`config.mk`:
```
export PLATFORM = sky130hd
export DESIGN_NAME = insn_fetch_unit
export DESIGN_NICKNAME = d
export VERILOG_FILES = /design/src/rtl/insn_fetch_unit.sv
export SDC_FILE = /design/constraint.sdc
export NUM_CORES = 1
export LEC_CHECK = 0
export CAP_MARGIN = 10
export CORE_ASPECT_RATIO = 0.7
export CORE_MARGIN = 3
export CORE_UTILIZATION = 60
export CTS_CLUSTER_SIZE = 16
export DETAILED_ROUTE_END_ITERATION = 16
export GPL_ROUTABILITY_DRIVEN = 0
export MAX_ROUTING_LAYER = met4
export PLACE_DENSITY = 0.81
export SLEW_MARGIN = 20
export SYNTH_ARGS = -nofsm -noshare
export SYNTH_HDL_FRONTEND = slang
export SYNTH_SLANG_ARGS = --single-unit
```
`constraint.sdc`:
```
create_clock -name clock -period 11.3 [get_ports clock]
set_clock_uncertainty 0.05 [all_clocks]
set_input_delay 2.26 -clock clock [delete_from_list [all_inputs] [get_ports clock]]
set_output_delay 2.26 -clock clock [all_outputs]
set_load 0.01 [all_outputs]
```
`src/rtl/insn_fetch_unit.sv`:
```
// Purpose: burst instruction fetcher feeding a prefetch FIFO, with branch redirect and flush.
// Latency: a request is accepted at cycle A; the first instruction is visible to decode at A+2.
// Backpressure: stall holds the FIFO head; requests are issued only while the FIFO has room for a burst.
// Optional: define FETCH_PERF_CNT_EN to add the perf_words / perf_stall counters.
module insn_fetch_unit #(
    parameter int                      DATA_WIDTH    = 32,
    parameter int                      ADDRESS_WIDTH = 32,
    parameter logic [ADDRESS_WIDTH-1:0] START_ADDR   = 32'h80020000,
    parameter logic [1:0]              BURST_SIZE    = 2'b01,
    parameter int                      FIFO_DEPTH    = 16
) (
    input  logic                     clock,
    input  logic                     reset,
    output logic [ADDRESS_WIDTH-1:0] mem_address,
    output logic [1:0]               mem_access_size,
    output logic                     mem_rw,
    output logic                     mem_enable,
    input  logic                     mem_busy,
    input  logic [DATA_WIDTH-1:0]    mem_data_out,
    output logic [DATA_WIDTH-1:0]    insn,
    output logic [ADDRESS_WIDTH-1:0] pc_out,
    output logic                     insn_valid,
    input  logic                     stall,
    input  logic                     branch_taken,
    input  logic [ADDRESS_WIDTH-1:0] branch_target
`ifdef FETCH_PERF_CNT_EN
    ,
    output logic [31:0]              perf_words,
    output logic [31:0]              perf_stall
`endif
);

    localparam int BW = (BURST_SIZE == 2'b00) ? 1 :
                        (BURST_SIZE == 2'b01) ? 4 :
                        (BURST_SIZE == 2'b10) ? 8 : 16;
    localparam int PW = $clog2(FIFO_DEPTH);
    localparam int CW = PW + 1;
    localparam int KW = 5;

    typedef enum logic [1:0] {S_REQ, S_RECV, S_DRAIN} state_t;

    state_t                   state;
    logic [ADDRESS_WIDTH-1:0] fetch_pc;
    logic [ADDRESS_WIDTH-1:0] base_pc;
    logic [KW-1:0]            beat_idx;
    logic [KW-1:0]            discard;

    logic [DATA_WIDTH-1:0]    insn_q [FIFO_DEPTH];
    logic [ADDRESS_WIDTH-1:0] pc_q   [FIFO_DEPTH];
    logic [PW-1:0]            rd_ptr;
    logic [PW-1:0]            wr_ptr;
    logic [CW-1:0]            count;

    logic                     accept;
    logic                     push;
    logic                     pop;
    logic                     space_ok;
    logic [ADDRESS_WIDTH-1:0] beat_pc;
    logic                     unused_tgt_bits;

    // The request address is the fetch PC itself; it cannot move while a request is pending.
    assign mem_address     = fetch_pc;
    assign mem_access_size = BURST_SIZE;
    assign mem_rw          = 1'b1;

    assign accept     = mem_enable && !mem_busy;
    assign push       = (state == S_RECV) && !branch_taken;
    assign insn_valid = (count != '0);
    assign pop        = insn_valid && !stall && !branch_taken;
    assign space_ok   = (count <= CW'(FIFO_DEPTH - BW));
    assign beat_pc    = base_pc + (ADDRESS_WIDTH'(beat_idx) << 2);

    assign insn   = insn_q[rd_ptr];
    assign pc_out = pc_q[rd_ptr];

    assign unused_tgt_bits = ^branch_target[1:0];

    // Fetch sequencer: issue bursts, collect beats, and swallow beats of a killed burst.
    always_ff @(posedge clock) begin
        if (reset) begin
            state      <= S_REQ;
            mem_enable <= 1'b0;
            fetch_pc   <= START_ADDR;
            base_pc    <= START_ADDR;
            beat_idx   <= '0;
            discard    <= '0;
        end else if (branch_taken) begin
            fetch_pc   <= {branch_target[ADDRESS_WIDTH-1:2], 2'b00};
            mem_enable <= 1'b0;
            beat_idx   <= '0;
            case (state)
                S_REQ: begin
                    if (accept) begin
                        state   <= S_DRAIN;
                        discard <= KW'(BW);
                    end
                end
                S_RECV: begin
                    // The beat arriving now is dropped; the rest of the burst is still owed.
                    discard <= KW'(BW - 1) - beat_idx;
                    state   <= (beat_idx == KW'(BW - 1)) ? S_REQ : S_DRAIN;
                end
                S_DRAIN: begin
                    discard <= discard - 1'b1;
                    if (discard == KW'(1)) state <= S_REQ;
                end
                default: state <= S_REQ;
            endcase
        end else begin
            case (state)
                S_REQ: begin
                    if (accept) begin
                        state      <= S_RECV;
                        mem_enable <= 1'b0;
                        base_pc    <= fetch_pc;
                        fetch_pc   <= fetch_pc + ADDRESS_WIDTH'(4 * BW);
                        beat_idx   <= '0;
                    end else begin
                        // Once raised, the request stays up until accepted.
                        mem_enable <= mem_enable | space_ok;
                    end
                end
                S_RECV: begin
                    if (beat_idx == KW'(BW - 1)) begin
                        state    <= S_REQ;
                        beat_idx <= '0;
                    end else begin
                        beat_idx <= beat_idx + 1'b1;
                    end
                end
                S_DRAIN: begin
                    discard <= discard - 1'b1;
                    if (discard == KW'(1)) state <= S_REQ;
                end
                default: state <= S_REQ;
            endcase
        end
    end

    // Prefetch FIFO: push beats, pop on decode accept, flush on redirect.
    always_ff @(posedge clock) begin
        if (reset) begin
            rd_ptr <= '0;
            wr_ptr <= '0;
            count  <= '0;
            for (int i = 0; i < FIFO_DEPTH; i++) begin
                insn_q[i] <= '0;
                pc_q[i]   <= START_ADDR;
            end
        end else if (branch_taken) begin
            rd_ptr <= '0;
            wr_ptr <= '0;
            count  <= '0;
        end else begin
            if (push) begin
                insn_q[wr_ptr] <= mem_data_out;
                pc_q[wr_ptr]   <= beat_pc;
                wr_ptr         <= wr_ptr + 1'b1;
            end
            if (pop) rd_ptr <= rd_ptr + 1'b1;
            case ({push, pop})
                2'b10:   count <= count + 1'b1;
                2'b01:   count <= count - 1'b1;
                default: count <= count;
            endcase
        end
    end

`ifdef FETCH_PERF_CNT_EN
    // Free-running performance counters: words fetched and cycles decode held a valid word.
    always_ff @(posedge clock) begin
        if (reset) begin
            perf_words <= '0;
            perf_stall <= '0;
        end else begin
            perf_words <= perf_words + 32'(push);
            perf_stall <= perf_stall + 32'(insn_valid && stall);
        end
    end
`endif

endmodule

```
==> results.sh <==
export IMPL_drtIter0Drc=4797
export IMPL_critPathSlowestCell="buf_4"
export IMPL_cp_cell_sequence="buf_4 -> buf_12 -> mux4_2 -> mux4_2 -> clkdlybuf4s50_1"
export IMPL_ys_seq_elements=1082
export IMPL_cpMostUsedCell="mux4_2"
export IMPL_status="completed"
export IMPL_worstPathMaxFanout=162
export IMPL_grt_overflow_total=0
export IMPL_synth_largest_area_cell="edfxtp_1"
export IMPL_critPathKind="reg -> out"
export IMPL_maxCapViolations=0
export IMPL_rsz0062_at_grt="false"
export IMPL_finalCriticalPeriod_ns=6.95
export IMPL_die_area_um2=84400
export IMPL_p_comb_share_pct=4.1
export IMPL_wl_per_cell_um=28.6
export IMPL_drt_pass1_iterations=6
export IMPL_hold_viol_final=0
export IMPL_cts_buffers=100
export IMPL_irDropWorstVdd_v=0.000112
export IMPL_route_vias_total=30300
export IMPL_cts_setup_buffers=0
export IMPL_internal_power_mw=6.55
export IMPL_hpwl_mm=66.8
export IMPL_drt_total_wl_mm=128
export IMPL_antenna_found_initial=6
export IMPL_num_rows=86
export IMPL_clk_latency_ns=0.68
export IMPL_r2r_slack_ns=5.44
export IMPL_cp_arrival_ns=4.64
export IMPL_syn_cell_area_um2=48500
export IMPL_core_area_um2=79400
export IMPL_ys_types=63
export IMPL_grt_max_degree=163
export IMPL_fin_ws_ns=4.35
export IMPL_ys_seq_area_share_pct=65.1
export IMPL_power_frac_seq_pct=54.6
export IMPL_grt_total_usage_pct=31.3
export IMPL_cp_start_kind="register"
export IMPL_cts_resized=0
export IMPL_end_kind="primary output"
export IMPL_numPortBuffers=160
export IMPL_switching_share_pct=21.1
export IMPL_dp_slack_ns=4.12
export IMPL_cts_tree="done"
export IMPL_layout_drive_gt1_share_pct=17.3
export IMPL_htreeDepth=3
export IMPL_die_h_um=244
export IMPL_synthFlopType="edfxtp_1"
export IMPL_syn_inst=3283
export IMPL_path_clk_slew_ns=0.07
export IMPL_fmax_mhz=144
export IMPL_slowest_delay_ns=0.84
export IMPL_mostFrequentLayoutCells="edfxtp_1 (992), nor2_1 (479), and3_1 (413), mux4_2 (310), clkdlybuf4s50_1 (158)"
export IMPL_die_x_um=346
export IMPL_required_ns=8.99
export IMPL_synth_edff_count=992
export IMPL_synth_area_leaders="edfxtp_1 (61%), mux4_2 (14%), and3_1 (5.3%), nor2_1 (3.8%), dfxtp_1 (3.7%)"
export IMPL_ant_nets=0
export IMPL_synth_warnings=0
export IMPL_syn_avg_cell_area_um2=14.8
export IMPL_setup_viol=0
export IMPL_area_growth_pct=12.0
export IMPL_cts_sinks=1082
export IMPL_start_util_pct=61.1
export IMPL_cts_root_buf="clkbuf_16"
export IMPL_final_common_cell="edfxtp_1"
export IMPL_power_net_switching_mw=1.75
export IMPL_p_clk_share_pct=41.3
export IMPL_synthArstFlopShare_pct=0
export IMPL_drc=0
export IMPL_cts_hold_buffers_added=0
export IMPL_viasPerCell=6.80
export IMPL_hp_class="reg -> reg"
export IMPL_finalCritPeriodShare_pct=61.5
export IMPL_grt_pass1_vias=30700
export IMPL_worst_pin_slew_ns=1.17
export IMPL_relSlewSlack_pct=22.2
export IMPL_pin_count=170
export IMPL_grt_pass1_wl_mm=192
export IMPL_power_leakage_nw=19.3
export IMPL_synth_top_area_share_pct=61.4
export IMPL_clk_path_buf_depth=3
export IMPL_power_mw=8.30
export IMPL_tns_ns=0
export IMPL_nets=3398
export IMPL_drv_slew=0
export IMPL_p_per_area_nw_per_um2=153
critical path, delay by kind of cell, from the launching register on:
kind,cells,cell delay [ns]
buf+inv,3,2.21
flops,1,0.64
mux,2,1.02
path summary, 6_finish.rpt:
path | startpoint | end | cells after the start
worst max-delay path | register | insn[0] | 5
worst min-delay path | base_pc[4] | base_pc[4] | 2
worst max register to register | state[1] | insn_q[6][10] | 10
worst min register to register | base_pc[4] | base_pc[4] | 2
cells by family (layout without fill, tap and decap cells):
| family | count (synthesis) | after routing | share of synthesized area, % |
|---|---|---|---|
| and+or+nand+nor | 1314 | 1314 | 13.8 |
| DFF | 1082 | 1082 | 65.1 |
| buffers and inverters | 347 | 450 | 2.95 |
| muxes | 323 | 323 | 14.7 |
| AOI/OAI and AO/OA | 130 | 130 | 1.70 |
| xor gates and xnor gates | 61 | 61 | 1.10 |
| adders and majority gates | 24 | 24 | 0.634 |
| other | 2 | 14 | 0.0155 |
routing by layer:
layer	track usage, %	vias up	share of wire, %
met1	41.7	15300	35
met4	11.1	0	3.4
met5	-	-	0
li1	-	12400	-
met3	7.05	320	13
met2	48.3	2250	48
sequential cells by signal, summed over array words and instances, names as in the netlist, 2 cells and up, named ones only:
signal,cells
state,2
base_pc,30
count,5
discard,5
beat_idx,5
mem_address,30
rd_ptr,4
wr_ptr,4
pc_q,480
insn_q,512
power by group through the flow:
| stage | Clock (mW) | Combinational (mW) | Sequential [mW] |
|---|---|---|---|
| 6_report | 3.43 | 0.343 | 4.53 |
| 4_1_cts | 3.44 | 0.339 | 4.53 |
| 3_3_place_gp | 0 | 0.327 | 4.60 |
| 5_1_grt | 3.59 | 0.359 | 4.54 |
| 3_5_place_dp | 0 | 0.336 | 4.62 |
| 2_1_floorplan | 0 | 0.176 | 4.61 |
area by class of cell:
class / count / area, um^2
diodes: 7 / 17.5
clock buffers: 129 / 2740
clock inverters: 59 / 567
fillers: 4893 / 25100
inverters: 29 / 109
multi-input cells: 1859 / 15800
flip-flops and latches: 1082 / 31600
well taps: 1056 / 1320
repair buffers: 233 / 2200
through the flow:
stage / std cells / hold WS [ns] / area (um^2) / util [%]
floorplan: 3288 / 0.391 / 48500 / -
global placement: 4258 / 0.408 / 50900 / 64.1
detailed placement: 4258 / 0.414 / 50900 / 64.1
CTS: 4446 / 0.424 / 54200 / 68.3
global route: 4453 / 0.447 / 54300 / 68.4
finish: 4454 / 0.426 / 54300 / 68.4
Yosys cell counts, types with 6 or more instances:
library cell  count
edfxtp_1        992
nor2_1          485
and3_1          413
mux4_2          310
clkbuf_1        235
and2_1          143
nand2_1         122
dfxtp_1          90
buf_2            64
a21oi_1          62
xnor2_1          47
nand3_1          38
inv_1            29
ha_1             23
nand2b_1         23
nand4_1          16
nor3_1           15
o21ai_0          14
xor2_1           14
mux2i_1          13
o21a_1           13
nor4_1           11
nand2_2           9
buf_1             8
buf_4             8
nand3b_1          7
a31oi_1           6
nor2b_1           6
Power figures use the tool's default switching activity.
